--- src/rtl/dmem_dump_pkg.sv ---
// dmem_dump_pkg: shared state encoding and default sizes for the data-memory dump arbiter
package dmem_dump_pkg;
  typedef enum logic [1:0] {RUN, DRAIN, DUMP, DONE} dump_state_t;
  localparam int N_DEFAULT = 64;
  localparam int DEPTH_DEFAULT = 32;
endpackage

--- src/rtl/dump_checksum.sv ---
// dump_checksum: XOR accumulator with clear and enable
//   clk/rst : clock, synchronous active-high reset
//   clr     : zero the accumulator (takes priority over en)
//   en      : fold d into the accumulator
//   d, q    : input word, accumulated XOR
module dump_checksum #(
  parameter int N = 64
) (
  input  logic         clk,
  input  logic         rst,
  input  logic         clr,
  input  logic         en,
  input  logic [N-1:0] d,
  output logic [N-1:0] q
);
  logic [N-1:0] acc_q, acc_d;
  always_comb acc_d = clr ? '0 : en ? acc_q ^ d : acc_q;
  always_ff @(posedge clk) acc_q <= rst ? '0 : acc_d;
  assign q = acc_q;
endmodule

--- src/rtl/dmem_dump_arbiter.sv ---
// dmem_dump_arbiter: shares the data memory between the MEM stage and a debug dump stream
//   CLOCK_50, reset          : clock, synchronous active-high reset
//   dump                     : level request, rising edge starts a dump
//   cpu_addr/wdata/we/rdata  : MEM-stage port, passed through in RUN
//   cpu_stall                : pipeline freeze while the arbiter owns memory
//   mem_addr/wdata/we/rdata  : single-port data memory, combinational read
//   dump_valid/ready/index/data/done : dump stream, one word per handshake
//   dump_checksum            : XOR of dumped words when DMEM_DUMP_CHECKSUM_EN is defined, else 0
module dmem_dump_arbiter
  import dmem_dump_pkg::*;
#(
  parameter int N     = N_DEFAULT,
  parameter int DEPTH = DEPTH_DEFAULT,
  parameter int IW    = $clog2(DEPTH)
) (
  input  logic          CLOCK_50,
  input  logic          reset,
  input  logic          dump,
  input  logic [N-1:0]  cpu_addr,
  input  logic [N-1:0]  cpu_wdata,
  input  logic          cpu_we,
  output logic [N-1:0]  cpu_rdata,
  output logic          cpu_stall,
  output logic [N-1:0]  mem_addr,
  output logic [N-1:0]  mem_wdata,
  output logic          mem_we,
  input  logic [N-1:0]  mem_rdata,
  output logic          dump_valid,
  input  logic          dump_ready,
  output logic [IW-1:0] dump_index,
  output logic [N-1:0]  dump_data,
  output logic          dump_done,
  output logic [N-1:0]  dump_checksum
);
  dump_state_t state_q, state_d;
  logic [IW-1:0] idx_q, idx_d;
  logic dump_q, run, hs, last;
  always_comb begin
    run = state_q == RUN;
    hs = dump_valid & dump_ready;
    last = idx_q == IW'(DEPTH - 1);
    state_d = state_q;
    idx_d = idx_q;
    case (state_q)
      RUN: state_d = (dump & ~dump_q) ? DRAIN : RUN;
      DRAIN: begin
        state_d = DUMP;
        idx_d = '0;
      end
      DUMP: begin
        state_d = (hs & last) ? DONE : DUMP;
        idx_d = (hs & ~last) ? idx_q + 1'b1 : idx_q;
      end
      default: state_d = dump ? DONE : RUN;
    endcase
  end
  // dump_q tracks dump even through reset so a request still held high
  // across reset does not fake a fresh edge.
  always_ff @(posedge CLOCK_50) begin
    dump_q <= dump;
    if (reset) begin
      state_q <= RUN;
      idx_q <= '0;
    end else begin
      state_q <= state_d;
      idx_q <= idx_d;
    end
  end
  assign cpu_stall = ~run;
  assign cpu_rdata = mem_rdata;
  assign mem_we = run & cpu_we;
  assign mem_wdata = run ? cpu_wdata : '0;
  assign mem_addr = run ? cpu_addr : N'({idx_q, 3'b000});
  assign dump_valid = state_q == DUMP;
  assign dump_done = state_q == DONE;
  assign dump_index = idx_q;
  assign dump_data = mem_rdata;
`ifdef DMEM_DUMP_CHECKSUM_EN
  dump_checksum #(.N(N)) u_checksum (
    .clk (CLOCK_50),
    .rst (reset),
    .clr (state_q == DRAIN),
    .en  (hs),
    .d   (mem_rdata),
    .q   (dump_checksum)
  );
`else
  assign dump_checksum = '0;
`endif
endmodule

--- config.mk ---
export PLATFORM = sky130hd
export DESIGN_NAME = dmem_dump_arbiter
export DESIGN_NICKNAME = d
export VERILOG_FILES = /design/src/rtl/dmem_dump_pkg.sv /design/src/rtl/dump_checksum.sv /design/src/rtl/dmem_dump_arbiter.sv
export SDC_FILE = /design/constraint.sdc
export NUM_CORES = 1
export LEC_CHECK = 0
export CAP_MARGIN = 10
export CORE_AREA = 2 2 206 208
export DETAILED_ROUTE_END_ITERATION = 7
export DIE_AREA = 0 0 208 210
export GPL_TIMING_DRIVEN = 0
export PLACE_DENSITY_LB_ADDON = 0.05
export SLEW_MARGIN = 20
export SYNTH_ARGS = -nofsm -noshare
export SYNTH_HDL_FRONTEND = slang
export SYNTH_HIERARCHICAL = 1
export SYNTH_SLANG_ARGS = --single-unit
--- constraint.sdc ---
create_clock -name CLOCK_50 -period 2.98 [get_ports CLOCK_50]
set_clock_uncertainty 0.2 [all_clocks]
set_input_delay 0.596 -clock CLOCK_50 [delete_from_list [all_inputs] [get_ports CLOCK_50]]
set_output_delay 0.596 -clock CLOCK_50 [all_outputs]
set_load 0.005 [all_outputs]
==> results.sh <==
export IMPL_status="complete, no violations"
export IMPL_cts_tree="done"
export IMPL_numCtsBuffers=3
export IMPL_num_rows=75
export IMPL_clkLatencyLatePin_ps=230
export IMPL_clockBufferDepth=2
export IMPL_initial_core_util_pct=6.66
export IMPL_dr_pass1_iters=4
export IMPL_vias_per_cell=2.58
export IMPL_io_pins=526
export IMPL_first_global_vias=3524
export IMPL_grt_setup_unrepaired="no"
export IMPL_critPathArrivalTime_ps=2020
export IMPL_cp_end_kind="output pin"
export IMPL_path_clk_slew_ps=40
export IMPL_postSynthCellCount=380
export IMPL_whs_path_depth=2
export IMPL_finalHoldViolations=0
export IMPL_cp_max_fo=10
export IMPL_fp_dieH_um=210
export IMPL_synth_seq_cells=8
export IMPL_area_growth_pct=180
export IMPL_yosysTopAreaCellShare_pct=52.2
export IMPL_clock_sinks=8
export IMPL_ant_nets=0
export IMPL_grt_usage_pct=7.66
export IMPL_ys_seq_area_share_pct=5.79
export IMPL_dieArea_um2=43700
export IMPL_slowest_delay_ps=570
export IMPL_final_core_util_pct=18.7
export IMPL_ys_types=25
export IMPL_die_x_um=208
export IMPL_grt_max_degree=11
export IMPL_powerDensity_nw_per_um2=195
export IMPL_cap_violations=0
export IMPL_cts_root_buffer="clkbuf_16"
export IMPL_post_route_period_util_pct=94.6
export IMPL_ys_warnings_count=6
export IMPL_crit_path_start_kind="flop"
export IMPL_fin_area_um2=7740
export IMPL_drc_errors=0
export IMPL_drtIter0Drc=45
export IMPL_yosys_area_top_type="buf_4"
export IMPL_avgSynthCellArea_um2=7.27
export IMPL_wl_per_cell_um=13.4
export IMPL_drive_gt1_share_pct=25.4
export IMPL_ir_drop_mv=0.111
export IMPL_crit_chain="inv_1 -> ha_2 -> buf_6 -> buf_2 -> and2_1 -> clkdlybuf4s50_1"
export IMPL_final_common_cell="clkdlybuf4s50_1"
export IMPL_timing_fmax_ghz=0.355
export IMPL_n_antenna_cell=0
export IMPL_vias=3561
export IMPL_netlist_area_um2=2760
export IMPL_crit_type="flop to output pin"
export IMPL_antenna_found_initial=0
export IMPL_slew_violations=0
export IMPL_hpwlAfterDp_um=17200
export IMPL_rrSetupSlack_ps=1000
export IMPL_grt_overflow=0
export IMPL_leakagePower_uw=0.00330
export IMPL_io_buffers=397
export IMPL_cts_htree_levels=1
export IMPL_fp_coreArea_um2=41500
export IMPL_place_area_um2=7650
export IMPL_most_common_layout_cells="397 x clkdlybuf4s50_1, 192 x buf_4, 124 x and2_1"
export IMPL_min_period_ps=2820
export IMPL_routabilityCongestion=0.667
export IMPL_rr_worst_depth=6
export IMPL_critical_path_required_ps=2180
export IMPL_nNetsFinal=1048
export IMPL_setup_viol=0
export IMPL_hold_path_class="flop to flop"
export IMPL_grt_pass1_wl_um=25000
export IMPL_totalWireLength_um=18500
export IMPL_synth_area_top_cells="buf_4 52%, and2_1 28%, dfxtp_1 5.8%"
export IMPL_crit_path_top_delay_cell="clkdlybuf4s50_1"
critical path, delay by kind of cell (launching register included):
kind                       cells  cell delay [ps]
adders and majority gates      1              260
buffers and inverters          4             1030
DFF                            1              320
and+or+nand+nor                1              170
worst paths after layout:
kind,startpoint,end
setup / recovery,state_q[0],mem_wdata[53]
hold / removal,dump_index[4],dump_index[4]
setup reg to reg,dump_index[0],dump_index[3]
hold reg to reg,dump_index[4],dump_index[4]
state kept, by name, summed over array words and instances (netlist names):
| register | cells |
|---|---|
| state_q | 2 |
| dump_q | 1 |
| dump_index | 5 |
synth_stat cells, drive strengths merged:
library cell / count
a21oi: 5
and2: 124
and3: 1
and3b: 1
buf: 202
clkbuf: 4
conb: 1
dfxtp: 8
ha: 6
inv: 3
mux2: 5
mux2i: 1
nand2: 2
nand2b: 3
nand3: 4
nand3b: 1
nand4b: 2
nor2: 2
nor2b: 1
o21ai: 2
or3: 1
xor2: 1
power breakdown:
group          switching [µW]  leakage (µW)  internal (µW)
clock network            54.1     0.0000370            173
logic                     345       0.00320            820
registers                2.45     0.0000651            111
total                     401       0.00330           1100
area by class of cell:
| class | count | area, µm² |
|---|---|---|
| fillers | 4747 | 33700 |
| repair buffers | 397 | 3970 |
| plain buffers | 206 | 1520 |
| multi-input cells | 226 | 1330 |
| well taps | 539 | 674 |
| flip-flops and latches | 8 | 160 |
| clock buffers | 3 | 75.1 |
| inverters | 3 | 11.3 |
metrics by stage:
| step | std cells | total power, µW | worst slack [ps] | hold slack, ps | TNS (ps) |
|---|---|---|---|---|---|
| 2_1_floorplan | 443 | 526 | 1010 | 285 | 0 |
| 3_3_place_gp | 1379 | 1320 | -263 | 326 | -15450 |
| 3_5_place_dp | 1379 | 1300 | -285 | 332 | -19420 |
| 4_1_cts | 1382 | 1540 | 1.15 | 338 | 0 |
| 5_1_grt | 1382 | 1610 | 10.1 | 369 | 0 |
| 6_report | 1382 | 1510 | 162 | 323 | 0 |
layer usage:
metal | vias up | routed length, µm | track usage, %
met5 | - | 0 | 0
met4 | 0 | 125 | 1.10
met3 | 4 | 1280 | 1.74
met2 | 203 | 11100 | 16.5
met1 | 1524 | 5950 | 7.35
li1 | 1830 | - | -
timing repair:
| action | 4_1_cts | 5_1_grt |
|---|---|---|
| hold buffers | 0 | 0 |
| endpoints found under the setup margin | 90 | 20 |
| gates resized for setup | 4 | 2 |
| buffers inserted | 0 | 0 |
logic make-up (layout without fill, tap and decap cells):
logic type      Yosys count  after routing  share of synthesized area, %
buf+inv                 209            609                          54.9
simple gates            142            142                          32.4
flops                     8              8                          5.79
compound gates            7              7                          1.40
fa+ha+maj                 6              6                          2.72
mux                       6              6                          2.40
other cells               1             64                         0.136
xor+xnor                  1              1                         0.317
(Power assumes the default switching activity.)
